## config.mk

```make
export PLATFORM = sky130hd
export DESIGN_NAME = fifo_read_drainer
export DESIGN_NICKNAME = d
export VERILOG_FILES = /design/src/rtl/fifo_read_drainer.sv
export SDC_FILE = /design/constraint.sdc
export NUM_CORES = 1
export LEC_CHECK = 0
export BUFFER_PORTS_ARGS = -buffer_cell sky130_fd_sc_hd__buf_4
export CAP_MARGIN = 20
export CORE_MARGIN = 5
export CORE_UTILIZATION = 45
export CTS_BUF_LIST = sky130_fd_sc_hd__clkbuf_8
export DETAILED_ROUTE_END_ITERATION = 10
export PLACE_DENSITY_LB_ADDON = 0.2
export SETUP_SLACK_MARGIN = 0.3
export SLEW_MARGIN = 0
export SYNTH_ARGS = -nofsm -noshare
export SYNTH_HDL_FRONTEND = slang
export SYNTH_SLANG_ARGS = --single-unit
```

## constraint.sdc

```tcl
create_clock -name clk_i -period 4.3 [get_ports clk_i]
set_input_delay 0.43 -clock clk_i [delete_from_list [all_inputs] [get_ports clk_i]]
set_output_delay 0.43 -clock clk_i [all_outputs]
set_load 0.03 [all_outputs]
```

## src/rtl/fifo_read_drainer.sv

```systemverilog
// ---------------------------------------------------------------------------
// fifo_read_drainer
//
// Read-side controller for a FIFO with one-cycle read latency. A start command
// programs a word count. The block pops that many words from the FIFO and
// hands them to a valid/ready sink. A 2-entry buffer absorbs the FIFO read
// latency, so the block moves one word per cycle while the sink stays ready,
// and no word is lost under back-pressure.
//
// Ports
//   clk_i        clock, rising edge
//   rst_i        synchronous active-high reset
//   start_i      one-cycle command pulse (ignored while busy_o)
//   len_i        words to transfer, sampled when start_i is accepted
//   empty_i      FIFO empty flag (current cycle)
//   read_en_o    FIFO pop request (combinational)
//   fifo_dout_i  FIFO read data, valid one cycle after read_en_o
//   m_valid_o    output word valid
//   m_data_o     output word
//   m_ready_i    sink ready; a word moves on m_valid_o & m_ready_i
//   busy_o       transfer in progress (RUN, FLUSH or DONE)
//   done_o       one-cycle pulse after the last word is accepted
//   rd_count_o   words delivered in the current or last transfer
// ---------------------------------------------------------------------------
module fifo_read_drainer #(
    parameter int WIDTH = 8,
    parameter int CNT_W = 8
) (
    input  logic             clk_i,
    input  logic             rst_i,
    input  logic             start_i,
    input  logic [CNT_W-1:0] len_i,
    input  logic             empty_i,
    output logic             read_en_o,
    input  logic [WIDTH-1:0] fifo_dout_i,
    output logic             m_valid_o,
    output logic [WIDTH-1:0] m_data_o,
    input  logic             m_ready_i,
    output logic             busy_o,
    output logic             done_o,
    output logic [CNT_W-1:0] rd_count_o
);

    typedef enum logic [1:0] {
        IDLE,
        RUN,
        FLUSH,
        DONE
    } state_t;

    state_t           state_q;
    logic [CNT_W-1:0] remaining_q, remaining_d;
    logic [CNT_W-1:0] rdCount_q, rdCount_d;
    logic [1:0]       occ_q, occ_d;
    logic             inflight_q;
    logic             head_q, tail_q;
    logic [WIDTH-1:0] dataBuf_q [2];

    logic             pop;
    logic             startAccept;
    logic             readEn;
    logic [2:0]       credit;

    // Handshake, read-issue credit and counter next-state values.
    // The credit counts buffer slots already promised: words held plus a word
    // still coming back from the FIFO, minus the word leaving this cycle. A
    // new read is only issued if that leaves room in the 2-entry buffer.
    always_comb begin
        startAccept = (state_q == IDLE) && start_i;
        pop         = (occ_q != 2'd0) && m_ready_i;
        credit      = 3'(occ_q) + 3'(inflight_q) - 3'(pop);
        readEn      = !rst_i && (state_q == RUN) && !empty_i &&
                      (remaining_q != '0) && (credit < 3'd2);
        occ_d       = occ_q + 2'(inflight_q) - 2'(pop);

        remaining_d = remaining_q;
        if (startAccept) begin
            remaining_d = len_i;
        end else if (readEn) begin
            remaining_d = remaining_q - CNT_W'(1);
        end

        // rd_count cannot really wrap since len_i fits in CNT_W bits, but it
        // is held at all-ones rather than rolling over just in case.
        rdCount_d = rdCount_q;
        if (startAccept) begin
            rdCount_d = '0;
        end else if (pop && (rdCount_q != '1)) begin
            rdCount_d = rdCount_q + CNT_W'(1);
        end
    end

    // Transfer sequencing. FLUSH waits until the final word has left the
    // buffer and no read is outstanding; this lands DONE one cycle after the
    // last handshake. A zero-length command goes straight to DONE.
    always_ff @(posedge clk_i) begin
        if (rst_i) begin
            state_q <= IDLE;
        end else begin
            case (state_q)
                IDLE: begin
                    if (start_i) begin
                        state_q <= (len_i != '0) ? RUN : DONE;
                    end
                end
                RUN: begin
                    if (readEn && (remaining_q == CNT_W'(1))) begin
                        state_q <= FLUSH;
                    end
                end
                FLUSH: begin
                    if (!inflight_q && (occ_d == 2'd0)) begin
                        state_q <= DONE;
                    end
                end
                DONE: begin
                    state_q <= IDLE;
                end
                default: begin
                    state_q <= IDLE;
                end
            endcase
        end
    end

    // Two-entry circular output buffer plus counters. Data returned by the
    // FIFO lands at the tail one cycle after the read; a handshake advances
    // the head. Reset also drops a read still in flight, so its data is never
    // captured.
    always_ff @(posedge clk_i) begin
        if (rst_i) begin
            remaining_q  <= '0;
            rdCount_q    <= '0;
            occ_q        <= 2'd0;
            inflight_q   <= 1'b0;
            head_q       <= 1'b0;
            tail_q       <= 1'b0;
            dataBuf_q[0] <= '0;
            dataBuf_q[1] <= '0;
        end else begin
            remaining_q <= remaining_d;
            rdCount_q   <= rdCount_d;
            occ_q       <= occ_d;
            inflight_q  <= readEn;
            if (inflight_q) begin
                dataBuf_q[tail_q] <= fifo_dout_i;
                tail_q            <= ~tail_q;
            end
            if (pop) begin
                head_q <= ~head_q;
            end
        end
    end

    assign read_en_o  = readEn;
    assign m_valid_o  = (occ_q != 2'd0);
    assign m_data_o   = dataBuf_q[head_q];
    assign busy_o     = (state_q != IDLE);
    assign done_o     = (state_q == DONE);
    assign rd_count_o = rdCount_q;

endmodule

```

; ---- After elaboration in Yosys (flattened, before gate mapping)
; Memory sizes are Yosys's and may differ from the RTL's. A register that Yosys moved wholly into a read port is not among the register bits.
; Cells that the tools add are included.
[totals]
ff_bits = 23
ram_bits = 16
in_bits = 21
out_inout_bits = 20
n_memories = 1
[op_classes]
addsub = 6
n_lt_le_gt_ge = 1
eq_ne = 8
mux = 17
n_bitwise = 2
reduce_logical = 22
[mem_list]
columns = name, words, word_bits, read_ports, rd_clocked_by_memory_dff, write_ports, line_no
row1 = dataBuf_q, 2, 8, 1, 1, 2, 57  ; logic [WIDTH-1:0] dataBuf_q [2];
[ops]
columns = cell, n
row1 = $mux W8, 3
row2 = $reduce_bool A8 Y1, 2
row3 = $logic_and A1 B1 Y1, 9
row4 = $mux W1, 9
row5 = $add A8 B1 Y8 const B, 1
row6 = $eq A8 B1 Y1 const B, 1
row7 = $mux W2, 4
row8 = $ne A8 B8 Y1 const B, 1
row9 = $pmux W2 S4, 1
row10 = $reduce_or A8 Y1, 1
row11 = $sub A8 B1 Y8 const B, 1
row12 = $reduce_bool A2 Y1, 3
row13 = $eq A2 B2 Y1 const B, 2
row14 = $logic_not A2 Y1, 2
row15 = $ne A2 B2 Y1 const B, 2
row16 = $add A2 B1 Y3, 1
row17 = $logic_not A1 Y1, 3
row18 = $lt A3 B2 Y1 const B, 1
row19 = $reduce_and A3 Y1, 1
row20 = $sub A3 B1 Y3, 1
row21 = $add A2 B1 Y2, 1
row22 = $eq A2 B1 Y1 const B, 1
row23 = $ne A2 B1 Y1 const B, 1
row24 = $not A1 Y1, 2
row25 = 2 further kinds, 2

; ---- Logic depth before layout (Yosys ltp)
; Gate-level depths: netlist of run 1.
[logic_depth]
word_depth = 8
ltp_mapped = 12
depth_no_buf = 12

; ---- Worst setup path before layout of run 1
; OpenSTA, ideal clock, no wires.
[synth_timing]
kind = reg-to-reg
startpoint = reg occ_q[1]
endpoint = reg remaining_q[5]
setup_ns = 0.091
arrival_time_ns = 3.044
slack_ns = 1.165
path_stages_with_launch = 12
synth_period_minus_slack_ns = 3.135
path_cell_list = dfxtp_1 > or2_2 > nand2_1 > inv_1 > ha_1 > inv_1 > ha_1 > fa_1 > nor4b_4 > o211ai_4 > or4_1 > a311oi_1
[synth_via]
elab_chain_len = 6
word_cells_on_any_way = 7
cone_classes = add/sub (2) / order compare (1) / reduce/logical (4)
[synth_lines]
columns = element, line_no
row1 = "start, declared", 54  ; logic [1:0] occ_q, occ_d;
row2 = "start signal, assigned", 134  ; occ_q <= 2'd0;
row3 = "start signal, assigned", 143  ; occ_q <= occ_d;
row4 = $reduce_bool A2 Y1, --
row5 = named net m_valid_o, 36  ; output logic m_valid_o,
row6 = $logic_and A1 B1 Y1, 70  ; pop = (occ_q != 2'd0) && m_ready_i;
row7 = named net pop, 59  ; logic pop;
row8 = $sub A3 B1 Y3, 71  ; credit = 3'(occ_q) + 3'(inflight_q) - 3'(pop);
row9 = named net credit[1], 62  ; logic [2:0] credit;
row10 = $lt A3 B2 Y1, 73  ; (remaining_q != '0) && (credit < 3'd2);
row11 = $logic_and A1 B1 Y1, 73
row12 = $reduce_bool A2 Y1 (no line), --
row13 = "end signal, assigned", 141  ; remaining_q <= remaining_d;
row14 = "end, declared", 52  ; logic [CNT_W-1:0] remaining_q, remaining_d;
; The timed path passes the listed nets, and every way through them passes these cells.
; A chain may end at the register's enable or synchronous reset.

; ---- Worst setup path in the final report of run 1
[layout_timing]
startpoint = reg occ_q[1]
endpoint = out read_en_o
[layout_via]
elab_chain_len = 5
word_cells_on_any_way = 6
cone_classes = add/sub (2) / order compare (1) / reduce/logical (3)
[layout_lines]
columns = element, line_no
row1 = $reduce_bool A2 Y1, 70
row2 = $logic_and A1 B1 Y1, 70
row3 = named net pop, 59
row4 = $sub A3 B1 Y3, 71
row5 = named net credit[1], 62
row6 = $lt A3 B2 Y1, 73
row7 = $logic_and A1 B1 Y1, 73
row8 = "end, declared", 34  ; output logic read_en_o,
; The timed path passes the listed nets, and every way through them passes these cells.

==> results of run 1 <==
worst min-delay path by stage:
stage	from	cells after the start	endpoint	slack, ps
floorplan	head_q	2	flop	480
global placement	rd_count_o[7]	2	rd_count_o[7]	490
detailed placement	rd_count_o[7]	2	rd_count_o[7]	500
CTS	len_i[1]	3	remaining_q[1]	390
global route	len_i[1]	3	remaining_q[1]	390
finish	len_i[1]	3	remaining_q[1]	400
report_power, final:
part,switching (µW),total [µW],internal [µW]
clock network,131,301,170
registers,49.4,494,445
logic,229,403,174
metrics by stage:
stage	hold WS, ps	util	power [µW]	setup WS (ps)
after floorplan	481	-	782	1160
after global placement	493	0.545	896	1180
after detailed placement	499	0.549	904	1050
after CTS	392	0.574	1210	836
after global routing	395	0.574	1270	692
final	398	0.574	1200	864
synthesized netlist by cell type, drive strengths merged, types with 2 or more instances:
cell type / n
a211oi: 3
a21oi: 9
a311oi: 3
and2: 17
buf: 2
clkbuf: 3
dfxtp: 24
edfxtp: 16
ha: 11
inv: 16
mux2: 9
mux2i: 2
nand2: 7
nand3: 6
nand4: 2
nor2: 13
nor2b: 2
nor3: 2
nor4: 3
nor4b: 2
o21ai: 9
o31ai: 7
or3: 6
or4: 6
xnor2: 3
xor2: 3
sequential cells by signal, indices dropped and copies added, names as in the netlist, named ones only:
| register | cells |
|---|---|
| state_q | 2 |
| head_q | 1 |
| dataBuf_q | 16 |
| inflight_q | 1 |
| remaining_q | 8 |
| tail_q | 1 |
| rd_count_o | 8 |
| occ_q | 2 |
per-layer routing:
metal / GRT usage / vias to the layer above / part of all wire
met3: 0.0359 / 8 / 0.045
met1: 0.189 / 775 / 0.46
met4: 0.0430 / 0 / 0.015
met2: 0.255 / 32 / 0.48
met5: 0 / - / 0
li1: - / 816 / -
final cells by class:
class | instances | area, µm² | share of cell area
clock buffers | 5 | 68.8 | 0.0272
clock inverters | 3 | 38.8 | 0.0153
inverters | 16 | 60.1 | 0.0237
multi-input cells | 138 | 1020 | 0.402
flip-flops and latches | 40 | 961 | 0.379
well taps | 52 | 65.1 | 0.0257
repair buffers | 43 | 320 | 0.126
worst max-delay path: stages, from the launching register on:
cell and delay (ps):
dfxtp_1 330, or2_2 310, nand2_1 110, inv_1 90, ha_1 270, inv_1 40
ha_1 190, fa_1 510, nor4b_4 360, o211ai_4 180, inv_1 150, buf_4 180
cell families after synthesis:
kind of cell / Yosys count / synth area share
buffers and inverters: 21 / 0.0424
flip-flops: 40 / 0.465
multiplexers: 11 / 0.0587
AO/OA/AOI/OAI: 38 / 0.128
AND/OR/NAND/NOR: 71 / 0.204
XOR/XNOR: 6 / 0.0254
adder cells (fa/ha/maj): 12 / 0.0763
==> results by group, run 1 <==
Synth
  • Synth top area cells: dfxtp_1 (23%), edfxtp_1 (23%), ha_1 (6.7%)
  • Post-synth top area cell: dfxtp_1
  • Ys async rst share: 0
  • Mapped Area: 2070 µm²
  • Synthesis Warnings: 0
  • Share of Yosys cell area claimed by the top area cell type: 0.232
  • Post-synth EDFFs: 16
  • Flops & latches, synth: 40
  • Primary FF master, synth: dfxtp_1
  • Netlist cell types: 41
  • Cell count after synthesis: 199
  • Syn avg cell area: 10.4 µm²
  • Synthesized Nets: 232
  • Seq/Total Area, Yosys: 0.465

GRT
  • Initial antenna violation count: 0
  • Congestion Overflow GR: 0
  • Largest net degree at the start of global routing: 20
  • First-pass GRT wire length: 7470 µm
  • Total GRT Usage: 0.150
  • Vias in the first global route: 1605

Clocking
  • CTS H-tree lvls: 2
  • Post-CTS sizing: 0
  • Clock insertion delay at the later pin of the skew report: 290 ps
  • Worst-path clk slew: 80 ps
  • Sink Count: 40
  • Post-CTS Setup Bufs: 0
  • Total CTS buffers: 5
  • Cts hold-fix bufs: 0
  • CTS Buffer Depth: 2
  • Root Driver: clkbuf_8
  • CTS tree: yes

Die
  • DIE AREA: 6050 µm²
  • # rows: 24
  • Core Box Area: 4410 µm²
  • Starting Density: 0.468
  • Num ports: 41
  • Die width: 77.8 µm
  • Die height: 77.8 µm

Finish
  • Final instance area: 2530 µm²
  • Area delta synth->final: 22.5%
  • Ratio of cells with drive above 1 in the final layout: 0.257
  • Final nets: 277
  • N_diodes: 0
  • Fill cell count: 390
  • Commonest non-fill, non-tap cell in the layout: buf_4
  • Most frequent cells in the layout: buf_4 (42), dfxtp_1 (24), inv_1 (17), and2_1 (17), edfxtp_1 (16)
  • Finished Layout Cells: 297

Setup path
  • Worst reg2reg path depth: 11
  • Crit. End Element: primary output
  • Reg2Reg Setup Slack: 1080 ps
  • Worst Setup SP: occ_q[1]
  • Startpoint types: flop
  • Reg2Reg Capture Point: remaining_q[5]
  • Reg-to-reg startpoint: occ_q[1]
  • Critical Path Sink: read_en_o
  • Crit Path Max Fanout: 10
  • Critical Path AT: 3010 ps
  • CP required: 3870 ps
  • Critical path class: reg2out

Timing
  • Slew margin rel.: 0.496
  • Worst Max-Slew Pin Slew: 750 ps
  • RSZ-0062 raised after global routing: false
  • Tmin final: 3440 ps
  • Worst Skew: 10.9 ps
  • Number of setup violations in the final report: 0
  • Fmax: 291 MHz
  • Hold Fails Final Rpt: 0
  • Slew Viols, Final: 0
  • Tcrit/Tclk final: 0.799
  • Final setup TNS: 0 ps

Route
  • 1st-iter DRT viols: 28
  • Antenna-violating nets left: 0
  • WL final: 4350 µm
  • WL/cell: 14.6 µm
  • 1st-pass router iterations: 4
  • DR vias/cell: 5.49
  • Residual DRC: 0
  • Via Count: 1631

Job
  • Max cap viols: 0

Hold path
  • Worst hold-check path type: in2reg

Placed design
  • Placed instance area: 2420 µm²
  • DP Wirelength: 3260 µm
  • Placed Cells: 289
  • Port-buffer cells: 40
  • Final Wtd Congestion: 0.775

Outcome
  • Outcome: finished, final reports clean

Power and ir drop
  • Leakage power: 0.00104 µW
  • Power density cells: 473 nW/µm²
  • Max rail drop VDD: 0.212 mV
Power figures use the tool's default switching activity.
==> run 2: changes to the inputs <==
==> constraint.sdc (replaced) <==
create_clock -name clk_i -period 3.4 [get_ports clk_i]
set_input_delay 0.34 -clock clk_i [delete_from_list [all_inputs] [get_ports clk_i]]
set_output_delay 0.34 -clock clk_i [all_outputs]
set_load 0.03 [all_outputs]
==> results by group, run 2 (synthesis results as in run 1) <==
Die
  • Die width: 77.8 µm (unchanged)
  • Starting Density: 0.468 (unchanged)
  • Core Box Area: 4410 µm² (unchanged)
  • Die height: 77.8 µm (unchanged)
  • # rows: 24 (unchanged)
  • Num ports: 41 (unchanged)
  • DIE AREA: 6050 µm² (unchanged)

Route
  • Residual DRC: 0 (unchanged)
  • WL/cell: 14.5 µm (-0.84%)
  • Antenna-violating nets left: 0 (unchanged)
  • DR vias/cell: 5.49 (about the same)
  • WL final: 4440 µm (+2.2%)
  • Via Count: 1681 (+3.1%)
  • 1st-iter DRT viols: 42 (+50%)
  • 1st-pass router iterations: 4 (unchanged)

Setup path
  • CP peak stage delay: 450 ps (-60 ps)
  • Critical path class: reg2out
  • CP required: 3060 ps (-810 ps)
  • Worst Setup SP: occ_q[0]
  • Worst reg2reg path depth: 12 (+1)
  • Slowest CP cell: fa_2
  • Crit Path Max Fanout: 3 (-7)
  • Startpoint types: flop
  • Worst-path cell chain: or2_4 -> nand2_4 -> inv_4 -> ha_4 -> inv_2 -> ha_4 -> fa_2 -> nor4b_4 -> o211ai_4 -> inv_2 -> buf_4
  • Crit. End Element: primary output
  • Reg-to-reg startpoint: occ_q[0]
  • Critical Path AT: 2720 ps (-290 ps)

Hold path
  • Hold depth: 3 (unchanged)
  • Worst hold-check path type: in2reg
  • Worst Min Path Start: len_i[1]

GRT
  • Largest net degree at the start of global routing: 20 (unchanged)
  • Met3 Use GR: 0.0428 (+0.00694)
  • Initial antenna violation count: 0 (unchanged)
  • GR Layer Usage met2: 0.230 (-0.0250)
  • Gr busiest metal: met2
  • First-pass GRT wire length: 6930 µm (-7.3%)
  • Congestion Overflow GR: 0 (unchanged)
  • Total GRT Usage: 0.139 (-0.0114)
  • Vias in the first global route: 1562 (-2.7%)
  • GRT met1 Usage: 0.173 (-0.0169)

Timing
  • Slew Viols, Final: 0 (unchanged)
  • Slew margin rel.: 0.528 (+0.0323)
  • Tcrit/Tclk final: 0.901
  • Worst Skew: 5.81 ps (-5.11 ps)
  • Hold Fails Final Rpt: 0 (unchanged)
  • Final setup TNS: 0 ps (unchanged)
  • Worst Max-Slew Pin Slew: 702 ps (-48.0 ps)
  • Number of setup violations in the final report: 0 (unchanged)
  • Tmin final: 3060 ps
  • Worst Hold Slack: 313 ps (-84.9 ps)
  • Fmax: 326 MHz
  • RSZ-0062 raised after global routing: false

Clocking
  • CTS H-tree lvls: 2 (unchanged)
  • Root Driver: clkbuf_8
  • Clock insertion delay at the later pin of the skew report: 290 ps (about the same)
  • Worst-path clk slew: 80 ps (about the same)
  • Total CTS buffers: 5 (unchanged)
  • Sink Count: 40 (unchanged)
  • CTS Buffer Depth: 2 (unchanged)
  • CTS tree: yes

Finish
  • Final core utilization: 0.600 (+0.0261)
  • Flip-flop count of the largest register after layout: 16 (unchanged)
  • Final instance area: 2650 µm² (+4.5%)
  • Finished Layout Cells: 306 (+3.0%)
  • N_diodes: 0 (unchanged)
  • Area delta synth->final: 28.1%
  • Fill cell count: 396 (+1.5%)
  • Ratio of cells with drive above 1 in the final layout: 0.331 (+0.0736)
  • Most frequent cells in the layout: buf_4 (51), dfxtp_1 (22), and2_1 (17), edfxtp_1 (16)
  • Final nets: 286 (+3.2%)
  • Most flops, register: dataBuf_q
  • Commonest non-fill, non-tap cell in the layout: buf_4

Outcome
  • Outcome: finished, final reports clean

Power and ir drop
  • Max rail drop VDD: 0.308 mV (+45%)
  • Leakage power: 0.00108 µW (+3.9%)
  • Power density cells: 568 nW/µm² (+20%)

Placed design
  • Placed instance area: 2430 µm² (+0.21%)
  • Final Wtd Congestion: 0.806 (+4.0%)
  • DP Wirelength: 3100 µm (-4.8%)
  • Port-buffer cells: 40 (unchanged)
  • Placed Cells: 289 (unchanged)

Job
  • Max cap viols: 0 (unchanged)
-- run 2: final cells by class --
class,instances,area [µm²],area share
repair buffers,52,403,0.152
multi-input cells,138,1070,0.403
inverters,16,62.6,0.0236
clock buffers,5,68.8,0.0260
clock inverters,3,18.8,0.00709
well taps,52,65.1,0.0246
flip-flops and latches,40,963,0.364
-- run 2: through the flow --
stage               total power [µW]  worst slack, ps
floorplan                        992              330
global placement                1140              299
detailed placement              1140              176
CTS                             1480              315
global route                    1600              234
finish                          1500              336
-- run 2: repair_timing --
action	4_1_cts	5_1_grt
buffers inserted	6	3
hold buffers	0	0
pin swaps	3	9
gates resized for setup	7	7
endpoints found under the setup margin	4	5
-- run 2: worst max-delay path: cells and delay by family, from the launching register on --
family	cells	cell delay, ps
fa+ha+maj	3	850
compound gates	1	160
simple gates	3	720
flops	1	320
buf+inv	4	370
-- run 2: path summary, 6_finish.rpt --
check	end	slack (ps)
setup / recovery	read_en_o	340
hold / removal	remaining_q[1]	310
setup reg to reg	remaining_q[7]	340
hold reg to reg	rd_count_o[7]	510
-- run 2: per-layer routing --
| metal | routed length, µm | part of all wire |
|---|---|---|
| met4 | 70 | 0.016 |
| met2 | 2150 | 0.48 |
| met5 | 0 | 0 |
| met1 | 1930 | 0.43 |
| met3 | 286 | 0.064 |
-- run 2: report_power, final --
part           total [µW]  internal [µW]  leakage [µW]  switching, µW
clock                 310            143     0.0000479            167
sequential            625            563      0.000362           61.9
combinational         569            258      0.000669            311
total                1500            964       0.00108            540
==> run 3: changes to the inputs <==
--- a/config.mk
+++ b/config.mk
@@ -8,10 +8,11 @@
 export BUFFER_PORTS_ARGS = -buffer_cell sky130_fd_sc_hd__buf_4
 export CAP_MARGIN = 20
 export CORE_MARGIN = 5
-export CORE_UTILIZATION = 45
+export CORE_UTILIZATION = 57
 export CTS_BUF_LIST = sky130_fd_sc_hd__clkbuf_8
 export DETAILED_ROUTE_END_ITERATION = 10
 export PLACE_DENSITY_LB_ADDON = 0.2
+export REMOVE_ABC_BUFFERS = 1
 export SETUP_SLACK_MARGIN = 0.3
 export SLEW_MARGIN = 0
 export SYNTH_ARGS = -nofsm -noshare
==> results by group, run 3 (synthesis results as in run 1) <==
Route
  • Via Count: 1684 (+0.18%)
  • 1st-iter DRT viols: 140 (+230%)
  • Antenna-violating nets left: 0 (unchanged)
  • Residual DRC: 0 (unchanged)
  • DR vias/cell: 5.65 (+2.9%)
  • WL final: 4290 µm (-3.3%)
  • WL/cell: 14.4 µm (-0.69%)
  • 1st-pass router iterations: 4 (unchanged)

Die
  • Core Box Area: 3420 µm² (-23%)
  • # rows: 21 (-13%)
  • Die width: 70.2 µm (-9.7%)
  • Num ports: 41 (unchanged)
  • Die height: 70.2 µm (-9.7%)
  • Starting Density: 0.605 (+0.137)
  • DIE AREA: 4930 µm² (-18%)

Power and ir drop
  • Max rail drop VDD: 0.437 mV (+42%)
  • Power density cells: 574 nW/µm² (+1.1%)
  • Leakage power: 0.00107 µW (-1.2%)

Timing
  • Worst setup margin: 425 ps (+89.4 ps)
  • Worst Hold Slack: 322 ps (+8.59 ps)
  • Worst Max-Slew Pin Slew: 781 ps (+78.9 ps)
  • Fmax: 336 MHz (+3.0%)
  • Slew Viols, Final: 0 (unchanged)
  • Tmin final: 2970 ps (-89.4 ps)
  • RSZ-0062 raised after global routing: false
  • Slew margin rel.: 0.475 (-0.0530)
  • Tcrit/Tclk final: 0.875 (-0.0263)
  • Number of setup violations in the final report: 0 (unchanged)
  • Hold Fails Final Rpt: 0 (unchanged)
  • Worst Skew: 8.19 ps (+2.39 ps)
  • Final setup TNS: 0 ps (unchanged)

GRT
  • Largest net degree at the start of global routing: 20 (unchanged)
  • Vias in the first global route: 1605 (+2.8%)
  • First-pass GRT wire length: 7360 µm (+6.3%)
  • Initial antenna violation count: 0 (unchanged)
  • Total GRT Usage: 0.188 (+0.0489)
  • Congestion Overflow GR: 0 (unchanged)

Finish
  • Most flops, register: dataBuf_q
  • Ratio of cells with drive above 1 in the final layout: 0.306 (-0.0252)
  • Final nets: 284 (-0.70%)
  • Area delta synth->final: 25.4%
  • Most frequent cells in the layout: buf_4 (49), dfxtp_1 (23), and2_1 (17), edfxtp_1 (16), inv_1 (15)
  • N_diodes: 0 (unchanged)
  • Commonest non-fill, non-tap cell in the layout: buf_4
  • Flip-flop count of the largest register after layout: 16 (unchanged)

Clocking
  • Total CTS buffers: 5 (unchanged)
  • Clock insertion delay at the later pin of the skew report: 290 ps (about the same)
  • Cts hold-fix bufs: 0 (unchanged)
  • Worst-path clk slew: 70 ps (about the same)
  • CTS H-tree lvls: 2 (unchanged)
  • Sink Count: 40 (unchanged)
  • CTS Buffer Depth: 2 (unchanged)
  • CTS tree: yes
  • Root Driver: clkbuf_8

Setup path
  • CP required: 3060 ps (about the same)
  • CP peak stage delay: 460 ps (about the same)
  • Critical Path AT: 2630 ps (-90 ps)
  • Crit Path Max Fanout: 6 (+3)
  • Critical path class: reg2out
  • Crit path top cell by count: inv_2
  • Crit. End Element: primary output
  • Startpoint types: flop
  • Slowest CP cell: fa_2
  • Worst-path cell chain: or2_4 -> nand2_4 -> inv_2 -> ha_1 -> inv_1 -> ha_2 -> fa_2 -> nor4b_4 -> o211ai_4 -> inv_2 -> buf_6

Hold path
  • Worst hold-check path type: in2reg

Job
  • Max cap viols: 0 (unchanged)

Placed design
  • Setup Slack @ Placement: 183 ps (+6.56 ps)
  • Port-buffer cells: 40 (unchanged)
  • Final Wtd Congestion: 0.847 (+5.0%)
  • DP Wirelength: 2930 µm (-5.5%)

Outcome
  • Outcome: finished, final reports clean
## run 3: final timing paths
path,endpoint,depth (start not counted),start,slack [ps]
worst min-delay path,remaining_q[1],3,len_i[1],320
worst max register to register,remaining_q[5],11,occ_q[1],440
worst min register to register,rd_count_o[7],2,rd_count_o[7],500
worst max-delay path,read_en_o,11,occ_q[1],430
## run 3: worst max-delay path: cells and delay by family, from the launching register on
family                   cells  cell delay [ps]
flip-flops                   1              330
buffers and inverters        4              340
adder cells (fa/ha/maj)      3              880
AND/OR/NAND/NOR              3              630
AO/OA/AOI/OAI                1              160
## run 3: per-stage QoR
stage	power, µW	area [µm²]	std cells	util
6_report	1490	2590	298	0.759
3_3_place_gp	1130	2420	283	0.708
5_1_grt	1580	2590	298	0.759
4_1_cts	1480	2570	298	0.753
3_5_place_dp	1140	2420	283	0.708
2_1_floorplan	979	2040	194	-
## run 3: final cells by class
type,instances,area [µm²]
Clock inverter,2,7.51
Inverter,16,60.1
Tap cell,46,57.6
Timing Repair Buffer,50,379
Multi-Input combinational cell,138,1040
Clock buffer,6,82.6
Sequential cell,40,962
Fill cell,256,823
## run 3: where the power goes
group	switching [µW]	total (µW)	internal [µW]	leakage, µW
Combinational	304	546	242	0.000655
Clock	160	319	160	0.0000500
Sequential	60.4	623	563	0.000362
Total	524	1490	965	0.00107
## run 3: timing repair
| item | CTS | global route |
|---|---|---|
| resized for setup | 6 | 5 |
| endpoints found under the setup margin | 3 | 10 |
| cloned | 0 | 0 |
| setup buffers | 7 | 0 |
| pin swaps | 3 | 4 |
## run 3: metal layers
layer | vias up | GRT usage | routed length (µm)
met5 | - | 0 | 0
met4 | 0 | 0.0809 | 119
met3 | 11 | 0.0631 | 212
met2 | 40 | 0.315 | 2100
met1 | 801 | 0.216 | 1860
li1 | 832 | - | -
